==> config.mk <==
export PLATFORM = sky130hd
export DESIGN_NAME = alarm_time_matcher_flat
export DESIGN_NICKNAME = d
export VERILOG_FILES = /design/src/rtl/alarm_time_matcher_if.sv /design/src/rtl/alarm_time_matcher.sv /design/src/flat_wrapper.sv
export SDC_FILE = /design/constraint.sdc
export NUM_CORES = 1
export LEC_CHECK = 0
export ABC_AREA = 1
export BUFFER_PORTS_ARGS = -buffer_cell sky130_fd_sc_hd__buf_2
export CORE_MARGIN = 5
export CORE_UTILIZATION = 30
export CTS_BUF_LIST = sky130_fd_sc_hd__clkbuf_2 sky130_fd_sc_hd__clkbuf_4 sky130_fd_sc_hd__clkbuf_8
export DETAILED_ROUTE_END_ITERATION = 7
export PLACE_DENSITY = 0.46
export SLEW_MARGIN = 5
export SYNTH_ARGS = -nofsm -noshare
export SYNTH_HDL_FRONTEND = slang
export SYNTH_SLANG_ARGS = --single-unit
==> constraint.sdc <==
create_clock -name clk -period 3.7 [get_ports clk]
set_input_delay 0 -clock clk [delete_from_list [all_inputs] [get_ports clk]]
set_output_delay 0 -clock clk [all_outputs]
set_load 0.005 [all_outputs]
==> src/rtl/alarm_time_matcher_if.sv <==
// rtl/alarm_time_matcher_if.sv - control and status bundle between the clock UI and the alarm time matcher
interface alarm_time_matcher_if;
    logic       tick_1hz;
    logic [1:0] set_mode;
    logic       inc_hour;
    logic       inc_min;
    logic       snooze;
    logic [7:0] hour_bcd;
    logic [7:0] min_bcd;
    logic [7:0] sec_bcd;
    logic [7:0] alarm_hour_bcd;
    logic [7:0] alarm_min_bcd;
    logic       is_same_time;

    modport master (
        output tick_1hz, set_mode, inc_hour, inc_min, snooze,
        input  hour_bcd, min_bcd, sec_bcd, alarm_hour_bcd, alarm_min_bcd, is_same_time
    );

    modport slave (
        input  tick_1hz, set_mode, inc_hour, inc_min, snooze,
        output hour_bcd, min_bcd, sec_bcd, alarm_hour_bcd, alarm_min_bcd, is_same_time
    );
endinterface

==> src/rtl/alarm_time_matcher.sv <==
// rtl/alarm_time_matcher.sv - BCD 24 h clock with alarm setpoint and registered match flag; optional snooze via ALARM_SNOOZE_EN
module alarm_time_matcher #(
    parameter logic [7:0] ALARM_RST_HOUR = 8'h06,
    parameter logic [7:0] ALARM_RST_MIN  = 8'h00,
    parameter int         SNOOZE_MIN     = 5
) (
    input logic                 clk,
    input logic                 rst_n,
    alarm_time_matcher_if.slave bus
);
    typedef enum logic [1:0] {
        MODE_RUN       = 2'd0,
        MODE_SET_TIME  = 2'd1,
        MODE_SET_ALARM = 2'd2,
        MODE_RUN_ALT   = 2'd3
    } modeT;

    logic [7:0] hourBcd, minBcd, secBcd, alarmHour, alarmMin;
    logic       isSameTime;
    modeT       mode;
    logic       runMode, setTime, setAlarm, anyInc, alarmEq, matchNow;

    // Wraps straight to 00 at maxV so no A..F nibble is ever produced.
    function automatic logic [7:0] incBcd(input logic [7:0] v, input logic [7:0] maxV);
        if (v == maxV)
            return 8'h00;
        else if (v[3:0] == 4'd9)
            return {v[7:4] + 4'd1, 4'd0};
        else
            return v + 8'd1;
    endfunction

    assign mode = modeT'(bus.set_mode);

    always_comb begin
        runMode  = (mode == MODE_RUN) || (mode == MODE_RUN_ALT);
        setTime  = (mode == MODE_SET_TIME);
        setAlarm = (mode == MODE_SET_ALARM);
        anyInc   = bus.inc_hour || bus.inc_min;
        alarmEq  = (hourBcd == alarmHour) && (minBcd == alarmMin);
    end

    always_ff @(posedge clk) begin
        if (!rst_n) begin
            hourBcd    <= 8'h00;
            minBcd     <= 8'h00;
            secBcd     <= 8'h00;
            alarmHour  <= ALARM_RST_HOUR;
            alarmMin   <= ALARM_RST_MIN;
            isSameTime <= 1'b0;
        end else begin
            if (setTime) begin
                if (bus.inc_hour) hourBcd <= incBcd(hourBcd, 8'h23);
                if (bus.inc_min)  minBcd  <= incBcd(minBcd, 8'h59);
                if (anyInc)       secBcd  <= 8'h00;
            end else if (bus.tick_1hz) begin
                secBcd <= incBcd(secBcd, 8'h59);
                if (secBcd == 8'h59) begin
                    minBcd <= incBcd(minBcd, 8'h59);
                    if (minBcd == 8'h59) hourBcd <= incBcd(hourBcd, 8'h23);
                end
            end
            if (setAlarm) begin
                if (bus.inc_hour) alarmHour <= incBcd(alarmHour, 8'h23);
                if (bus.inc_min)  alarmMin  <= incBcd(alarmMin, 8'h59);
            end
            isSameTime <= runMode && matchNow;
        end
    end

`ifdef ALARM_SNOOZE_EN
    localparam logic [7:0] SNOOZE_BIN = 8'(SNOOZE_MIN);

    logic [7:0] targetHour, targetMin, nextTargetHour, nextTargetMin, minSum, hourSum;
    logic       targetValid, targetHit, minCarry, snoozeEq;

    function automatic logic [7:0] bcdToBin(input logic [7:0] v);
        return 8'(v[7:4]) * 8'd10 + 8'(v[3:0]);
    endfunction

    function automatic logic [7:0] binToBcd(input logic [7:0] v);
        return ((v / 8'd10) << 4) | (v % 8'd10);
    endfunction

    always_comb begin
        minSum         = bcdToBin(minBcd) + SNOOZE_BIN;
        minCarry       = (minSum >= 8'd60);
        nextTargetMin  = binToBcd(minCarry ? minSum - 8'd60 : minSum);
        hourSum        = bcdToBin(hourBcd) + {7'd0, minCarry};
        nextTargetHour = binToBcd((hourSum >= 8'd24) ? hourSum - 8'd24 : hourSum);
        snoozeEq       = targetValid && (hourBcd == targetHour) && (minBcd == targetMin);
        matchNow       = alarmEq || snoozeEq;
    end

    // targetHit remembers we were inside the target minute, so leaving it retires the target.
    always_ff @(posedge clk) begin
        if (!rst_n) begin
            targetHour  <= 8'h00;
            targetMin   <= 8'h00;
            targetValid <= 1'b0;
            targetHit   <= 1'b0;
        end else if (bus.snooze && runMode && isSameTime) begin
            targetHour  <= nextTargetHour;
            targetMin   <= nextTargetMin;
            targetValid <= 1'b1;
            targetHit   <= 1'b0;
        end else if ((setAlarm && anyInc) || (targetHit && !snoozeEq)) begin
            targetValid <= 1'b0;
            targetHit   <= 1'b0;
        end else begin
            targetHit   <= snoozeEq;
        end
    end
`else
    logic unusedSignals;

    assign matchNow      = alarmEq;
    assign unusedSignals = &{1'b0, bus.snooze, SNOOZE_MIN[0]};
`endif

    assign bus.hour_bcd       = hourBcd;
    assign bus.min_bcd        = minBcd;
    assign bus.sec_bcd        = secBcd;
    assign bus.alarm_hour_bcd = alarmHour;
    assign bus.alarm_min_bcd  = alarmMin;
    assign bus.is_same_time   = isSameTime;
endmodule
==> src/flat_wrapper.sv <==
// flat-port wrapper written by rule: the top's interface ports become plain ports
module alarm_time_matcher_flat 
#(
    parameter logic [7:0] ALARM_RST_HOUR = 8'h06,
    parameter logic [7:0] ALARM_RST_MIN  = 8'h00,
    parameter int         SNOOZE_MIN     = 5
)
  (clk, rst_n, bus_tick_1hz, bus_set_mode, bus_inc_hour, bus_inc_min, bus_snooze, bus_hour_bcd, bus_min_bcd, bus_sec_bcd, bus_alarm_hour_bcd, bus_alarm_min_bcd, bus_is_same_time);
  alarm_time_matcher_if bus_i ();
  input logic clk;
  input logic rst_n;
  input wire logic [$bits(bus_i.tick_1hz)-1:0] bus_tick_1hz;
  input wire logic [$bits(bus_i.set_mode)-1:0] bus_set_mode;
  input wire logic [$bits(bus_i.inc_hour)-1:0] bus_inc_hour;
  input wire logic [$bits(bus_i.inc_min)-1:0] bus_inc_min;
  input wire logic [$bits(bus_i.snooze)-1:0] bus_snooze;
  output wire logic [$bits(bus_i.hour_bcd)-1:0] bus_hour_bcd;
  output wire logic [$bits(bus_i.min_bcd)-1:0] bus_min_bcd;
  output wire logic [$bits(bus_i.sec_bcd)-1:0] bus_sec_bcd;
  output wire logic [$bits(bus_i.alarm_hour_bcd)-1:0] bus_alarm_hour_bcd;
  output wire logic [$bits(bus_i.alarm_min_bcd)-1:0] bus_alarm_min_bcd;
  output wire logic [$bits(bus_i.is_same_time)-1:0] bus_is_same_time;
  assign bus_i.tick_1hz = bus_tick_1hz;
  assign bus_i.set_mode = bus_set_mode;
  assign bus_i.inc_hour = bus_inc_hour;
  assign bus_i.inc_min = bus_inc_min;
  assign bus_i.snooze = bus_snooze;
  assign bus_hour_bcd = bus_i.hour_bcd;
  assign bus_min_bcd = bus_i.min_bcd;
  assign bus_sec_bcd = bus_i.sec_bcd;
  assign bus_alarm_hour_bcd = bus_i.alarm_hour_bcd;
  assign bus_alarm_min_bcd = bus_i.alarm_min_bcd;
  assign bus_is_same_time = bus_i.is_same_time;
  alarm_time_matcher #(.ALARM_RST_HOUR(ALARM_RST_HOUR), .ALARM_RST_MIN(ALARM_RST_MIN), .SNOOZE_MIN(SNOOZE_MIN)) u_core (.clk(clk), .rst_n(rst_n), .bus(bus_i));
endmodule
# [Yosys cells after proc, flatten, opt, wreduce, memory -nomap -nowiden]
# Index checks and enable logic that the tools add are counted.
[word_totals] wordCells=69 reg_bits=41 output_inout_bits=41
[classes] n_eq_ne=18 muxes=22 add_sub_neg=10 reduce_logical=13
[op_table] op="8-bit 2-to-1 mux" count=22
[op_table] op="8-bit by 1-bit adder with 8-bit output, second input constant" count=5
[op_table] op="8-bit by 7-bit == test with 1-bit output, second input constant" count=3
[op_table] op="4-bit by 1-bit adder with 4-bit output, second input constant" count=5
[op_table] op="4-bit == test, second input constant" count=5
[op_table] op="8-bit by 6-bit == test with 1-bit output, second input constant" count=2
[op_table] op="8-bit == test" count=2
[op_table] op="2-bit inequality test, second input constant" count=3
[op_table] op="2-bit AND reduction" count=3
[op_table] op="2-bit nonzero test" count=3
[op_table] op="2-bit == test, second input constant" count=2
[op_table] op="4-bit AND reduction" count=1
[op_table] op="3-bit AND reduction" count=1
[op_table] op="2-bit by 1-bit == test with 1-bit output, second input constant" count=1
[op_table] op="1-bit logical AND" count=2
[op_table] op="2-bit zero test" count=1
[op_table] op="1-bit logical OR" count=2

# [Logic depth before layout (Yosys ltp)]
[depth] word_depth=7 ltp_mapped=11 mapped_depth_nobuf=11

# [Worst setup path before layout]
# OpenSTA, ideal clock, no wires.
[synth_timing] kind="reg2reg" start="register u_core.alarmHour[0], in the netlist u_core.bus.alarm_hour_bcd[0]" end="register u_core.alarmHour[7], in the netlist u_core.bus.alarm_hour_bcd[7]" setup_time_ns=0.117 stages_incl_launch_ff=9 slack_ns=2.304 path_buffers=0 t_arrival_ns=1.280 cell_sequence="dfxtp_1 > ha_1 > nand2_1 > nor3_1 > nand2_1 > o21ai_0 > inv_1 > nand2_1 > nor2_1"
[synth_between] elab_chain_len=3 word_cells_on_any_way=5 classes_between="1 x add/sub; 2 x eq/ne; 2 x mux"
[synth_rtl] item="start, declared" line_no="alarm_time_matcher.sv:18" source="logic [7:0] hourBcd, minBcd, secBcd, alarmHour, alarmMin;"
[synth_rtl] item="start signal, assigned" line_no="alarm_time_matcher.sv:64" source="if (bus.inc_hour) alarmHour <= incBcd(alarmHour, 8'h23);"
[synth_rtl] item="8-bit by 1-bit adder with 8-bit output / 4-bit == test (equally long branches)" line_no="alarm_time_matcher.sv:30, alarm_time_matcher.sv:27"
[synth_rtl] item="8-bit 2-to-1 mux" line_no="alarm_time_matcher.sv:27" source="else if (v[3:0] == 4'd9)"
[synth_rtl] item="8-bit 2-to-1 mux *" line_no="alarm_time_matcher.sv:25" source="if (v == maxV)"
# Mark *: on every way between the ends. The rest lies on a longest branch, timed or not.
# A chain may end at the register's enable or synchronous reset.

# [Worst setup path after layout]
[layout_timing] start="register u_core.alarmHour[1], in the netlist u_core.bus.alarm_hour_bcd[1]" end="register u_core.alarmHour[7], in the netlist u_core.bus.alarm_hour_bcd[7]"
# The elaborated chain is that of the path after synthesis.

==> summary.txt <==
Run status
  – Status: finished clean

Clocking
  – # hold bufs at CTS: 0
  – TritonCTS clock tree: done
  – Post-CTS Resized: 0
  – Htree depth: 2
  – Clock transition at path regs: 90 ps
  – Clock Root Buffer: clkbuf_8
  – Clock buffer depth: 2
  – CTS Sinks: 41
  – Setup Fix Bufs, Post-CTS: 0
  – CTS buffer count: 5
  – Clock Latency Late Sink: 290 ps

Drt
  – Drt total wl: 7630 um
  – Via count: 2,801
  – Post-DRT Antenna Nets: 0
  – Via/cell ratio: 4.68
  – WL per Instance: 12.7 um
  – Drt drc: 0
  – TritonRoute pass-1 iters: 4
  – Drt initial violations: 101

Logic synthesis
  – Multiplexer share of the synthesized area: 0
  – Ys Warns: 0
  – FF+latch count, synth: 41
  – Cell Area, Synth: 0.00288 mm2
  – Ys async rst share: 0
  – Count of cell types in the netlist: 39
  – Area share of fa/ha/maj cells after synthesis: 0.0957
  – Fraction of the mapped netlist area in compound gates: 0.129
  – Synth Area in XOR/XNOR: 0.0396
  – Avg Cell Area, Syn: 6.80 um2
  – Syn_nets: 453
  – Dominant synthesized flop cell: dfxtp_1
  – Post-Synthesis Cells: 423
  – Synth Area in Simple Gates: 0.356
  – Sequential element share of the synthesized area: 0.285
  – Post-synth EDFFs: 0
  – Largest family of logic cells by synthesized area: simple AND/OR/NAND/NOR gates

Timing
  – Relative slew slack: 0.662
  – Final setup violation count: 0
  – RSZ-0062 raised after global routing: no
  – Fmax: 0.577 GHz
  – Least-Margin Pin Slew: 507 ps
  – Fin crit share: 0.469
  – Minimum clock period: 1730 ps
  – Final setup skew: 9.01 ps
  – Count of pins over their slew limit: 0
  – Final Worst Setup Slack: 1970 ps
  – Hold Violations, Final: 0
  – Setup TNS Final: 0 ps

Global route
  – GRT Resource Usage Total: 0.135
  – Pin count of the biggest net entering global routing: 18
  – Vias in the first global route: 2,557
  – First-pass GRT wire length: 12,800 um
  – Initial antenna violation count: 0
  – Total grt overflow: 0

Die
  – Num ports: 49
  – Core Area: 0.00928 mm2
  – Die W: 108 um
  – Die area: 0.0116 mm2
  – DIE HEIGHT: 108 um
  – Rows: 35
  – Initial Util: 0.310

Cells and area
  – # nets final: 499
  – Non-Filler Instances: 599
  – Finished Cell Area: 0.00331 mm2
  – Number of diodes: 0
  – Area delta synth->final: 15.0%
  – Share of cells above drive strength 1: 0.170

Min path
  – Worst hold start: bus_inc_min
  – HP Class: in2reg
  – Hold path cells: 4

Placed design
  – Final GP Congestion: 0.794
  – Placed insts: 591
  – I/O Buffers: 47
  – Hpwl dp: 5960 um
  – Place WS: 2020 ps
  – Area after DPL: 0.00321 mm2

Critical path
  – Launch point of the worst path: u_core.bus.alarm_hour_bcd[1]
  – Worst Path Max Fanout: 7
  – R2R depth: 8
  – Worst Setup End Kind: flip-flop
  – Type of origin of the critical path: flip-flop
  – FF-to-FF Start: u_core.bus.alarm_hour_bcd[1]
  – Arr. time, crit path: 1910 ps
  – CP Data Required Time: 3880 ps
  – Crit Path Class: reg2reg

Power
  – Peak supply drop: 0.000122 V
  – Pwr/cell area: 267 mW/mm2
  – Leak: 1.55 nW

Flow run
  – Max_cap viols: 0
power breakdown:
part / switching (mW) / leakage, nW / internal, mW
clock: 0.160 / 0.0542 / 0.169
sequential: 0.0170 / 0.332 / 0.450
combinational: 0.0546 / 1.16 / 0.0327
total: 0.232 / 1.55 / 0.651
flip-flops by register name (all words and copies together) (netlist names):
| signal | flops |
|---|---|
| u_core.bus.hour_bcd | 8 |
| u_core.bus.sec_bcd | 8 |
| u_core.bus.is_same_time | 1 |
| u_core.bus.min_bcd | 8 |
| u_core.bus.alarm_min_bcd | 8 |
| u_core.bus.alarm_hour_bcd | 8 |
per-layer routing:
layer / part of all wire / global-route usage / routed length, um
met1: 0.50 / 0.192 / 3850
met4: 0.0054 / 0.0243 / 41
met2: 0.45 / 0.214 / 3410
met5: 0 / 0 / 0
met3: 0.043 / 0.0270 / 331
final cells by class:
type                    count  area, um2
inverters                  54        204
flip-flops and latches     41        821
multi-input cells         320       1780
well taps                 129        161
clock inverters             1       5.00
clock buffers               7       96.3
repair buffers             47        235
fillers                  1041       5980
per-stage QoR:
stage / hold slack [ps] / power, mW / utilization
after floorplan: 142 / 0.533 / -
after global placement: 396 / 0.565 / 0.345
after detailed placement: 393 / 0.565 / 0.345
after CTS: 80.6 / 0.901 / 0.356
after global routing: 102 / 0.935 / 0.356
final: 84.4 / 0.883 / 0.356
cells in the final DEF, fill, tap and decap left out, types with 2 or more instances in the layout:
cell,netlist,final
nand3_4,3,3
o21ai_0,18,18
o21ai_1,2,2
buf_2,1,47
inv_1,51,51
nor3_1,6,6
or2_2,2,2
o211ai_1,3,3
nor2_1,54,54
and3_1,2,2
nand2_1,97,97
clkbuf_8,0,7
clkinv_2,1,2
inv_2,2,2
ha_1,22,22
nand3_2,3,3
nand4_1,7,7
dfxtp_1,41,41
o22ai_1,3,3
a21oi_1,23,23
a211oi_1,5,5
nand3_1,37,37
nor2_2,2,2
xor2_1,12,12
o21ai_2,4,4
nand2_2,3,3
nor2_4,3,3
synthesized netlist by cell type (2+ instances only):
cell,number,area (um2)
xor2_1,12,105
nor2_4,3,33.8
inv_1,51,191
nand4_1,7,43.8
nand3_2,3,30.0
and3_1,2,12.5
buf_4,3,22.5
nor3_1,6,30.0
nand3_1,37,185
dfxtp_1,41,821
o21ai_1,2,10.0
nand2_1,97,364
o22ai_1,3,18.8
nand3_4,3,52.6
o21ai_2,4,35.0
o21ai_0,18,90.1
ha_1,22,275
nand2_2,3,18.8
a211oi_1,5,37.5
or2_2,2,12.5
inv_2,2,7.51
nor2_1,54,203
o211ai_1,3,22.5
a21oi_1,23,115
clkbuf_1,2,7.51
nor2_2,2,12.5
worst max-delay path: stages, from the launching register on:
cell	delay, ps
dfxtp_1	520
ha_1	270
nand2_1	60
nor3_1	140
nand2_1	130
o21ai_0	330
inv_1	80
nand2_1	70
nor2_1	40
worst paths after layout:
check	slack [ps]	endpoint
worst max-delay path	1970	u_core.bus.alarm_hour_bcd[7]
worst min-delay path	80	u_core.bus.alarm_min_bcd[0]
worst max register to register	1970	u_core.bus.alarm_hour_bcd[7]
worst min register to register	530	u_core.bus.hour_bcd[7]
cell families after synthesis:
family,after synthesis
buf+inv,62
simple gates,222
xor+xnor,13
fa+ha+maj,22
compound gates,63
flops,41
(Power assumes the default switching activity.)
